===== config.mk =====
export PLATFORM = sky130hd
export DESIGN_NAME = grid_tile_mapper_flat
export DESIGN_NICKNAME = d
export VERILOG_FILES = /design/src/rtl/grid_tile_mapper_if.sv /design/src/rtl/grid_tile_mapper.sv /design/src/flat_wrapper.sv
export SDC_FILE = /design/constraint.sdc
export NUM_CORES = 2
export LEC_CHECK = 0
export CORE_ASPECT_RATIO = 0.6
export CORE_UTILIZATION = 31
export CTS_BUF_LIST = sky130_fd_sc_hd__clkbuf_2
export CTS_CLUSTER_SIZE = 10
export DETAILED_ROUTE_END_ITERATION = 8
export GPL_TIMING_DRIVEN = 0
export HOLD_SLACK_MARGIN = 0.05
export SLEW_MARGIN = 40
export SYNTH_ARGS = -nofsm -noshare
export SYNTH_HDL_FRONTEND = slang
export SYNTH_SLANG_ARGS = --single-unit

===== constraint.sdc =====
create_clock -name vga_clk -period 15.7 [get_ports vga_clk]
set_input_delay 2.355 -clock vga_clk [delete_from_list [all_inputs] [get_ports vga_clk]]
set_output_delay 2.355 -clock vga_clk [all_outputs]
set_load 0.02 [all_outputs]

===== src/rtl/grid_tile_mapper_if.sv =====
// Update request/response and pixel lookup result bundle for grid_tile_mapper.
// Latency: wires only; pix_* carry the 2-cycle lookup result, upd_err lags its request by 1 cycle.
// Backpressure: upd_ready gates update acceptance; the pixel side never stalls.
interface grid_tile_mapper_if #(
   parameter int B_W     = 1,
   parameter int S_W     = 7,
   parameter int DATA_W  = 9,
   parameter int SQ_LOG2 = 4
);
   logic              upd_valid;
   logic [B_W-1:0]    upd_board;
   logic [S_W-1:0]    upd_square;
   logic [DATA_W-1:0] upd_data;
   logic              upd_ready;
   logic              upd_err;

   logic               pix_valid;
   logic [B_W-1:0]     pix_board;
   logic [S_W-1:0]     pix_square;
   logic [DATA_W-1:0]  pix_data;
   logic [SQ_LOG2-1:0] off_x;
   logic [SQ_LOG2-1:0] off_y;
   logic               on_grid_line;
   logic               sel_active;

   modport master (
      output upd_valid, upd_board, upd_square, upd_data,
      input  upd_ready, upd_err,
      input  pix_valid, pix_board, pix_square, pix_data, off_x, off_y, on_grid_line, sel_active
   );

   modport slave (
      input  upd_valid, upd_board, upd_square, upd_data,
      output upd_ready, upd_err,
      output pix_valid, pix_board, pix_square, pix_data, off_x, off_y, on_grid_line, sel_active
   );
endinterface


===== src/rtl/grid_tile_mapper.sv =====
// Per-square tile state store with a self-clearing sweep and a pixel-to-square lookup pipeline.
// Latency: scan coordinate to pix_* is 2 cycles, one pixel per cycle; updates land in 1 cycle.
// Backpressure: upd_ready low during the post-reset clear sweep; the pixel path never stalls.
module grid_tile_mapper #(
   parameter int NUM_BOARDS    = 2,
   parameter int GRID_DIM      = 10,
   parameter int SQ_LOG2       = 4,
   parameter int COL0          = 263,
   parameter int ROW0          = 62,
   parameter int BOARD_PITCH_Y = 195,
   parameter int DATA_W        = 9,
   parameter int BLINK_FRAMES  = 16
) (
   input  logic       vga_clk,
   input  logic       rst,
   input  logic [9:0] next_x,
   input  logic [9:0] next_y,
   input  logic       frame_tick,
   grid_tile_mapper_if.slave bus
);
   localparam int GRID_SQ  = GRID_DIM * GRID_DIM;
   localparam int B_W      = (NUM_BOARDS > 1) ? $clog2(NUM_BOARDS) : 1;
   localparam int S_W      = (GRID_SQ > 1) ? $clog2(GRID_SQ) : 1;
   localparam int DEPTH    = NUM_BOARDS * GRID_SQ;
   localparam int A_W      = (DEPTH > 1) ? $clog2(DEPTH) : 1;
   localparam int GRID_PIX = GRID_DIM << SQ_LOG2;
   localparam int BF_M1    = (BLINK_FRAMES > 0) ? BLINK_FRAMES - 1 : 0;
   localparam int FC_W     = (BLINK_FRAMES > 1) ? $clog2(BLINK_FRAMES) : 1;

   typedef enum logic {ST_CLEAR, ST_IDLE} state_t;

   state_t            state, state_nxt;
   logic [A_W-1:0]    clr_cnt, clr_cnt_nxt;
   logic              upd_ok;
   logic              wr_en;
   logic [A_W-1:0]    wr_addr;
   logic [DATA_W-1:0] wr_data;
   logic              err_nxt;
   logic              err_q;

   logic [DATA_W-1:0] mem [DEPTH];
   logic [DATA_W-1:0] rd_q;

   // stage-1 combinational decode
   int                 dx, rel, dy;
   int                 hit_b;
   logic               hit;

   logic               s1_vld;
   logic [B_W-1:0]     s1_board;
   logic [S_W-1:0]     s1_square;
   logic [SQ_LOG2-1:0] s1_offx, s1_offy;
   logic [A_W-1:0]     s1_addr;

   logic               s2_vld, s2_keep;
   logic [B_W-1:0]     s2_board;
   logic [S_W-1:0]     s2_square;
   logic [SQ_LOG2-1:0] s2_offx, s2_offy;
   logic [DATA_W-1:0]  pix_data_w;
   logic               grid_line_w;

   logic [FC_W-1:0]    frame_cnt;
   logic               blink_phase;

   assign upd_ok = (int'(bus.upd_board) < NUM_BOARDS) && (int'(bus.upd_square) < GRID_SQ);

   // Control state and clear-sweep address register.
   always_ff @(posedge vga_clk) begin
      if (rst) begin
         state   <= ST_CLEAR;
         clr_cnt <= '0;
         err_q   <= 1'b0;
      end else begin
         state   <= state_nxt;
         clr_cnt <= clr_cnt_nxt;
         err_q   <= err_nxt;
      end
   end

   // Next state and write-port selection: clear sweep owns the port until it finishes.
   always_comb begin
      state_nxt   = state;
      clr_cnt_nxt = clr_cnt;
      wr_en       = 1'b0;
      wr_addr     = '0;
      wr_data     = '0;
      err_nxt     = 1'b0;
      case (state)
         ST_CLEAR: begin
            wr_en   = 1'b1;
            wr_addr = clr_cnt;
            if (clr_cnt == A_W'(DEPTH - 1)) state_nxt = ST_IDLE;
            else clr_cnt_nxt = clr_cnt + A_W'(1);
         end
         ST_IDLE: begin
            if (bus.upd_valid) begin
               if (upd_ok) begin
                  wr_en   = 1'b1;
                  wr_addr = A_W'(int'(bus.upd_board) * GRID_SQ + int'(bus.upd_square));
                  wr_data = bus.upd_data;
               end else begin
                  err_nxt = 1'b1;
               end
            end
         end
         default: state_nxt = ST_CLEAR;
      endcase
   end

   // Single write port into the square store.
   always_ff @(posedge vga_clk) begin
      if (wr_en) mem[wr_addr] <= wr_data;
   end

   // Registered read port; a same-cycle write to this address is not seen until the next read.
   always_ff @(posedge vga_clk) begin
      rd_q <= mem[s1_addr];
   end

   // Map the scan coordinate to a board; iterate downwards so the lowest board index wins.
   always_comb begin
      dx    = int'(next_x) - COL0;
      dy    = 0;
      rel   = 0;
      hit   = 1'b0;
      hit_b = 0;
      if (dx >= 0 && dx < GRID_PIX) begin
         for (int b = NUM_BOARDS - 1; b >= 0; b--) begin
            rel = int'(next_y) - (ROW0 + b * BOARD_PITCH_Y);
            if (rel >= 0 && rel < GRID_PIX) begin
               hit   = 1'b1;
               hit_b = b;
               dy    = rel;
            end
         end
      end
   end

   // Stage 1: register the decoded square and issue the store read address.
   always_ff @(posedge vga_clk) begin
      if (rst || !hit) begin
         s1_vld    <= 1'b0;
         s1_board  <= '0;
         s1_square <= '0;
         s1_offx   <= '0;
         s1_offy   <= '0;
         s1_addr   <= '0;
      end else begin
         s1_vld    <= 1'b1;
         s1_board  <= B_W'(hit_b);
         s1_square <= S_W'((dy >> SQ_LOG2) * GRID_DIM + (dx >> SQ_LOG2));
         s1_offx   <= SQ_LOG2'(dx);
         s1_offy   <= SQ_LOG2'(dy);
         s1_addr   <= A_W'(hit_b * GRID_SQ + (dy >> SQ_LOG2) * GRID_DIM + (dx >> SQ_LOG2));
      end
   end

   // Stage 2: forward the geometry alongside the read result; store data only counts once cleared.
   always_ff @(posedge vga_clk) begin
      if (rst) begin
         s2_vld    <= 1'b0;
         s2_keep   <= 1'b0;
         s2_board  <= '0;
         s2_square <= '0;
         s2_offx   <= '0;
         s2_offy   <= '0;
      end else begin
         s2_vld    <= s1_vld;
         s2_keep   <= s1_vld && (state == ST_IDLE);
         s2_board  <= s1_board;
         s2_square <= s1_square;
         s2_offx   <= s1_offx;
         s2_offy   <= s1_offy;
      end
   end

   // Frame counter and highlight phase; a zero period pins the phase on.
   always_ff @(posedge vga_clk) begin
      if (rst) begin
         frame_cnt   <= '0;
         blink_phase <= 1'b1;
      end else if (BLINK_FRAMES == 0) begin
         blink_phase <= 1'b1;
      end else if (frame_tick) begin
         if (frame_cnt == FC_W'(BF_M1)) begin
            frame_cnt   <= '0;
            blink_phase <= ~blink_phase;
         end else begin
            frame_cnt <= frame_cnt + FC_W'(1);
         end
      end
   end

   assign pix_data_w  = s2_keep ? rd_q : '0;
   assign grid_line_w = s2_vld && ((s2_offx == '0) || (s2_offy == '0));

   assign bus.upd_ready    = (state == ST_IDLE);
   assign bus.upd_err      = err_q;
   assign bus.pix_valid    = s2_vld;
   assign bus.pix_board    = s2_board;
   assign bus.pix_square   = s2_square;
   assign bus.pix_data     = pix_data_w;
   assign bus.off_x        = s2_offx;
   assign bus.off_y        = s2_offy;
   assign bus.on_grid_line = grid_line_w;
   assign bus.sel_active   = s2_vld & pix_data_w[0] & blink_phase & ~grid_line_w;
endmodule


===== src/flat_wrapper.sv =====
// flat-port wrapper written by rule: the top's interface ports become plain ports
module grid_tile_mapper_flat 
#(
   parameter int NUM_BOARDS    = 2,
   parameter int GRID_DIM      = 10,
   parameter int SQ_LOG2       = 4,
   parameter int COL0          = 263,
   parameter int ROW0          = 62,
   parameter int BOARD_PITCH_Y = 195,
   parameter int DATA_W        = 9,
   parameter int BLINK_FRAMES  = 16
)
  (vga_clk, rst, next_x, next_y, frame_tick, bus_upd_valid, bus_upd_board, bus_upd_square, bus_upd_data, bus_upd_ready, bus_upd_err, bus_pix_valid, bus_pix_board, bus_pix_square, bus_pix_data, bus_off_x, bus_off_y, bus_on_grid_line, bus_sel_active);
  grid_tile_mapper_if #(.B_W(1), .S_W(7), .DATA_W(DATA_W), .SQ_LOG2(SQ_LOG2)) bus_i ();
  input  logic vga_clk;
  input  logic rst;
  input  logic [9:0] next_x;
  input  logic [9:0] next_y;
  input  logic frame_tick;
  input wire logic [$bits(bus_i.upd_valid)-1:0] bus_upd_valid;
  input wire logic [$bits(bus_i.upd_board)-1:0] bus_upd_board;
  input wire logic [$bits(bus_i.upd_square)-1:0] bus_upd_square;
  input wire logic [$bits(bus_i.upd_data)-1:0] bus_upd_data;
  output wire logic [$bits(bus_i.upd_ready)-1:0] bus_upd_ready;
  output wire logic [$bits(bus_i.upd_err)-1:0] bus_upd_err;
  output wire logic [$bits(bus_i.pix_valid)-1:0] bus_pix_valid;
  output wire logic [$bits(bus_i.pix_board)-1:0] bus_pix_board;
  output wire logic [$bits(bus_i.pix_square)-1:0] bus_pix_square;
  output wire logic [$bits(bus_i.pix_data)-1:0] bus_pix_data;
  output wire logic [$bits(bus_i.off_x)-1:0] bus_off_x;
  output wire logic [$bits(bus_i.off_y)-1:0] bus_off_y;
  output wire logic [$bits(bus_i.on_grid_line)-1:0] bus_on_grid_line;
  output wire logic [$bits(bus_i.sel_active)-1:0] bus_sel_active;
  assign bus_i.upd_valid = bus_upd_valid;
  assign bus_i.upd_board = bus_upd_board;
  assign bus_i.upd_square = bus_upd_square;
  assign bus_i.upd_data = bus_upd_data;
  assign bus_upd_ready = bus_i.upd_ready;
  assign bus_upd_err = bus_i.upd_err;
  assign bus_pix_valid = bus_i.pix_valid;
  assign bus_pix_board = bus_i.pix_board;
  assign bus_pix_square = bus_i.pix_square;
  assign bus_pix_data = bus_i.pix_data;
  assign bus_off_x = bus_i.off_x;
  assign bus_off_y = bus_i.off_y;
  assign bus_on_grid_line = bus_i.on_grid_line;
  assign bus_sel_active = bus_i.sel_active;
  grid_tile_mapper #(.NUM_BOARDS(NUM_BOARDS), .GRID_DIM(GRID_DIM), .SQ_LOG2(SQ_LOG2), .COL0(COL0), .ROW0(ROW0), .BOARD_PITCH_Y(BOARD_PITCH_Y), .DATA_W(DATA_W), .BLINK_FRAMES(BLINK_FRAMES)) u_core (.vga_clk(vga_clk), .rst(rst), .next_x(next_x), .next_y(next_y), .frame_tick(frame_tick), .bus(bus_i));
endmodule

* After elaboration in Yosys (flattened, before gate mapping)
Memories as Yosys holds them, arrays and structs flattened. A register that Yosys moved wholly into a read port is not among the register bits. Cells that the tools add are included. W data, S select, Z words.
Cells by class: add/sub/neg operators 9, multiply operators 3, $lt $le $gt $ge 7, equal/unequal tests 2, muxes and demuxes 26, bitwise logic cells 9, reduce and logical (&&, ||, !) cells 14
Operators with widths (count):
- $mux W32 | 4
- $ge A32 B1 Y1 const B | 2
- $lt A32 B9 Y1 const B | 2
- $mux W9 | 4
- $mul A32 B6 Y6 const B | 1
- $mul A28 B3 Y7 const B | 1
- $sub A10 B9 Y11 const B | 2
- $add A8 B8 Y8 | 2
- $mux W8 | 2
- $pmux W8 S2 | 1
- $mux W1 | 13
- $ge A11 B1 Y1 const B | 1
- $lt A11 B9 Y1 const B | 1
- $sub A10 B6 Y11 const B | 1
- $add A8 B1 Y8 const B | 1
- $add A8 B7 Y8 | 1
- $eq A8 B8 Y1 const B | 1
- $logic_not A4 Y1 | 2
- $add A7 B7 Y7 | 1
- $lt A7 B7 Y1 const B | 1
- $mul A1 B5 Y6 const B | 1
- $not A1 Y1 | 6
- $logic_and A1 B1 Y1 | 5
- $add A4 B1 Y4 const B | 1
- other kinds (9) | 13
Word-level totals: register bits 58, RAM bits 1800, input bits 41, output and inout port bits 30, word-level logic and storage cells 88, memories kept 1
Memory list:
- u_core.mem | words 200, bits a word 9, read ports 1, clocked after memory_dff 1, write ports 1, RTL line grid_tile_mapper.sv:41 | logic [DATA_W-1:0] mem [DEPTH];

* Depth between registers and ports, before layout
word-level depth 9, depth in mapped cells 21, gate-level depth less buffers 21

* Worst setup path before layout
No wires, ideal clock.
path type input port to flip-flop, from input port next_y[5], to register u_core.s1_addr[7], library setup time 0.115 ns, arrival 6.948 ns, data required time 15.585 ns, path slack 8.637 ns, stages on the path 21, buffers on the path 2, path through clkbuf_1 -> nand4_1 -> o21ai_0 -> mux2i_1 -> o32ai_1 -> and2_1 -> clkbuf_1 -> mux2_2 -> a2111oi_1 -> ha_1 -> ha_1 -> fa_1 -> inv_1 -> fa_1 -> inv_1 -> ha_1 -> inv_1 -> o21bai_1 -> a21oi_1 -> xnor2_1 -> nor2_1
Between the ends: longest elaborated chain between the ends 9, elaborated cells on any way between the ends 23, classes of those cells add/sub (4); mul (2); order compare (4); mux (9); reduce/logical (4)
Ends and longest elaborated chain:
- start, declared | RTL line flat_wrapper.sv:18 | input logic [9:0] next_y;
- $sub A10 B9 Y11 | RTL line grid_tile_mapper.sv:129 | rel = int'(next_y) - (ROW0 + b * BOARD_PITCH_Y);
- $ge A32 B1 Y1 / $lt A32 B9 Y1 (equally long branches) | RTL line grid_tile_mapper.sv:130 | if (rel >= 0 && rel < GRID_PIX) begin
- $logic_and A1 B1 Y1 | RTL line grid_tile_mapper.sv:130
- $mux W1 / $mux W32 (equally long branches) (2 in a row) | RTL line grid_tile_mapper.sv:130
- $mux W32 | RTL line grid_tile_mapper.sv:127 | if (dx >= 0 && dx < GRID_PIX) begin
- $mul A32 B6 Y6 / $mul A28 B3 Y7 (equally long branches)
- $add A8 B8 Y8 | RTL line grid_tile_mapper.sv:154 | s1_addr <= A_W'(hit_b * GRID_SQ + (dy >> SQ_LOG2) * GRID_DIM + (dx >> SQ_LOG2));
- $add A8 B7 Y8 | RTL line grid_tile_mapper.sv:154
- end signal, assigned | RTL line grid_tile_mapper.sv:154
- end, declared | RTL line grid_tile_mapper.sv:53 | logic [A_W-1:0] s1_addr;
Several ways; a longest one is shown, not always the timed one. A chain may end at the register's enable or synchronous reset.

* Final worst setup path
from input port next_y[3], to register u_core.s1_addr[7]
The elaborated chain is that of the path after synthesis.

==> impl_metrics.tcl <==
set metrics [dict create \
    synthAdderAreaFrac 0.00670 \
    die_width_um 629 \
    drv_cap 0 \
    ys_ff_latch 1865 \
    grt-ovfl-total 0 \
    clkLatencyLatePin_ns 1.71 \
    drt_iter0_drc 7557 \
    hold_buffers 0 \
    fin_area_um2 83300 \
    cts_tree "built" \
    die-area_um2 238000 \
    finClkSkew_ns 0.150 \
    netlist.area_leader.share 0.739 \
    synthArstFlopShare 0 \
    sequentialPowerShare 0.618 \
    core-area_um2 233000 \
    synth_top_family_by_area "multiplexers" \
    first_pass_iters 8 \
    timing.final.crit_share 0.431 \
    totalWireLength_mm 259 \
    synth_edf_count 1800 \
    routed_via_density 5.70 \
    cts_setup_buffers 0 \
    comb_power_share 0.026 \
    ir_drop_mv 0.0678 \
    synthSimpleGateAreaFrac 0.0362 \
    final_common_cell "edfxtp_1" \
    status "finished, final reports clean" \
    fin_nets 4192 \
    p_int_mw 6.57 \
    clock-sinks 1865 \
    cts_buffers 401 \
    holdWs_ns 0.427 \
    place.gp.congestion 1.01 \
    required_ns 17.28 \
    drv_slew 0 \
    drc 0 \
    clock.fmax_ghz 0.148 \
    synth-xor-area-share 0.00455 \
    ys_top_cells_by_area "edfxtp_1, mux4_2, dfxtp_1" \
    first_global_vias 40224 \
    antenna_found_initial 17 \
    rsz0062_at_grt "no" \
    finalSetupTns_ns 0 \
    grt_max_degree 67 \
    cts_max_level 5 \
    p_sw_frac 0.246 \
    yosysSeqAreaShare 0.756 \
    synth_compound_area_frac 0.0266 \
    crit_type "in2reg" \
    p_leak_nw 28.9 \
    hp-class "reg2reg" \
    cp-start-kind "primary input" \
    portBuffers 68 \
    die_h_um 378 \
    power.share.clock 0.356 \
    drive_gt1_frac 0.355 \
    synthCells 3588 \
    yosys.area.top_type "edfxtp_1" \
    initial_core_util 0.313 \
    power.switching_mw 2.14 \
    synth.area.mux_share 0.154 \
    pin_count 71 \
    worst_setup_path_end_kind "flip-flop" \
    cts_resized 0 \
    dpl_cell_area_um2 79700 \
    layout_common_cells "edfxtp_1, clkbuf_2, mux4_2, nor2_2, nand2_1" \
    layoutNonFillerInstCount 7530 \
    synth_cell_types 67 \
    syn_area_per_cell_um2 20.4 \
    period_needed_ns 6.77 \
    clk_pin_slew_worst_paths_ns 0.13 \
    antenna_left 0 \
    grt.total_usage 0.213 \
    clk_path_buf_depth 4 \
    dp_hpwl_mm 180 \
    synth_ff_type "edfxtp_1" \
    cts_root_buf "clkbuf_2" \
    vias 42958 \
    area_delta_synth_final_pct 13.9 \
    arrival_ns 8.35 \
    tightest_slew_ns 1.13 \
    finalSetupViolations 0 \
    cp_max_fo 10 \
    wire_per_inst_um 34.3 \
    yosysWarnings 0 \
    hold_viol 0 \
    dp_cells 6839 \
    grt_pass1_wl_mm 343 \
    power_density_nw_per_um2 105 \
    slew_headroom 0.244 \
    mappedNetlistArea_um2 73200 \
    fp-row-count 137 \
]
state kept, by name (all words and copies together) (netlist names):
register	cells
u_core.frame_cnt	4
u_core.bus.off_y	4
u_core.s1_vld	1
u_core.bus.upd_ready	1
u_core.bus.off_x	4
u_core.blink_phase	1
u_core.bus.pix_square	7
u_core.clr_cnt	8
u_core.s1_addr	8
u_core.s1_offx	4
u_core.s1_board	1
u_core.s1_square	5
u_core.bus.pix_valid	1
u_core.s2_keep	1
u_core.rd_q	9
u_core.s1_offy	4
u_core.bus.upd_err	1
u_core.bus.pix_board	1
u_core.mem	1800
cells in the mapped netlist (13+ instances only):
cell and count:
a211oi_1 17, a21oi_1 45, a221oi_1 21, a22o_1 22, a22oi_1 33, and2_1 28, buf_2 59, buf_4 33
clkbuf_1 87, dfxtp_1 65, edfxtp_1 1800, ha_1 28, inv_1 26, mux2i_1 99, mux4_2 451, nand2_1 93
nand2b_1 13, nand3_1 44, nor2_1 277, nor2b_1 46, nor3_1 39, nor4_1 13, o21ai_0 40, o221ai_1 18
xnor2_1 24, xor2_1 14
path summary, 6_finish.rpt:
kind | start | endpoint | slack [ns] | cells past startpoint
setup reg to reg | u_core.s1_addr[1]$_SDFF_PN0_ | u_core.rd_q[2]$_DFF_P_ | 9.96 | 11
hold reg to reg | u_core.s1_square[3]$_SDFF_PN0_ | u_core.bus.pix_square[3]$_SDFF_PP0_ | 0.43 | 1
hold / removal | u_core.s1_square[3]$_SDFF_PN0_ | u_core.bus.pix_square[3]$_SDFF_PP0_ | 0.43 | 1
setup / recovery | next_y[3] | u_core.s1_addr[7]$_SDFF_PN0_ | 8.93 | 22
critical path: stages:
cell	delay (ns)
clkdlybuf4s50_1	0.55
clkbuf_1	0.33
nand3_1	0.24
nor3_1	0.22
a21oi_1	0.06
o32ai_1	0.32
and2_1	0.19
clkbuf_1	0.40
mux2_2	0.39
a2111oi_1	0.69
ha_1	0.36
ha_1	0.22
fa_1	0.59
inv_1	0.07
fa_1	0.50
inv_1	0.04
ha_1	0.27
inv_1	0.10
o21bai_1	0.09
a21oi_1	0.19
xnor2_1	0.13
nor2_1	0.05
metrics by stage:
stage          utilization  worst slack [ns]  power (mW)
2_1_floorplan            -              8.64        5.59
4_1_cts              0.357              9.10        8.69
3_5_place_dp         0.341              7.29        5.71
6_report             0.357              8.93        8.71
5_1_grt              0.357              8.57        8.94
3_3_place_gp         0.333              4.58        5.70
logic make-up after synthesis:
group                      Yosys count
buffers and inverters              228
adders and majority gates           35
muxes                              562
other                                1
AOI/OAI and AO/OA                  272
DFF                               1865
and+or+nand+nor                    587
xor gates and xnor gates            38
per-layer routing:
metal	up-vias	part of all wire	wire (um)	global-route usage
met3	514	0.20	52100	0.140
met5	-	0.0016	419	0.00949
met4	12	0.029	7550	0.0621
met2	3836	0.37	95200	0.257
li1	16062	-	-	-
met1	22534	0.40	103000	0.299
layout make-up:
class | instances | area [um2]
Fill cell | 21784 | 150000
Multi-Input combinational cell | 1496 | 17400
Inverter | 27 | 101
Clock inverter | 71 | 485
Timing Repair Buffer | 124 | 1940
Antenna cell | 10 | 25.0
Tap cell | 3127 | 3910
Sequential cell | 1865 | 55400
Buffer | 201 | 1120
Clock buffer | 609 | 3050
power groups by stage:
stage | sequential (mW) | clock, mW | combinational [mW]
final | 5.38 | 3.11 | 0.227
after global routing | 5.38 | 3.33 | 0.227
after CTS | 5.38 | 3.10 | 0.211
after detailed placement | 5.49 | 0 | 0.211
after global placement | 5.49 | 0 | 0.203
after floorplan | 5.49 | 0 | 0.0993
No activity file was read; power rests on OpenSTA's default activity.
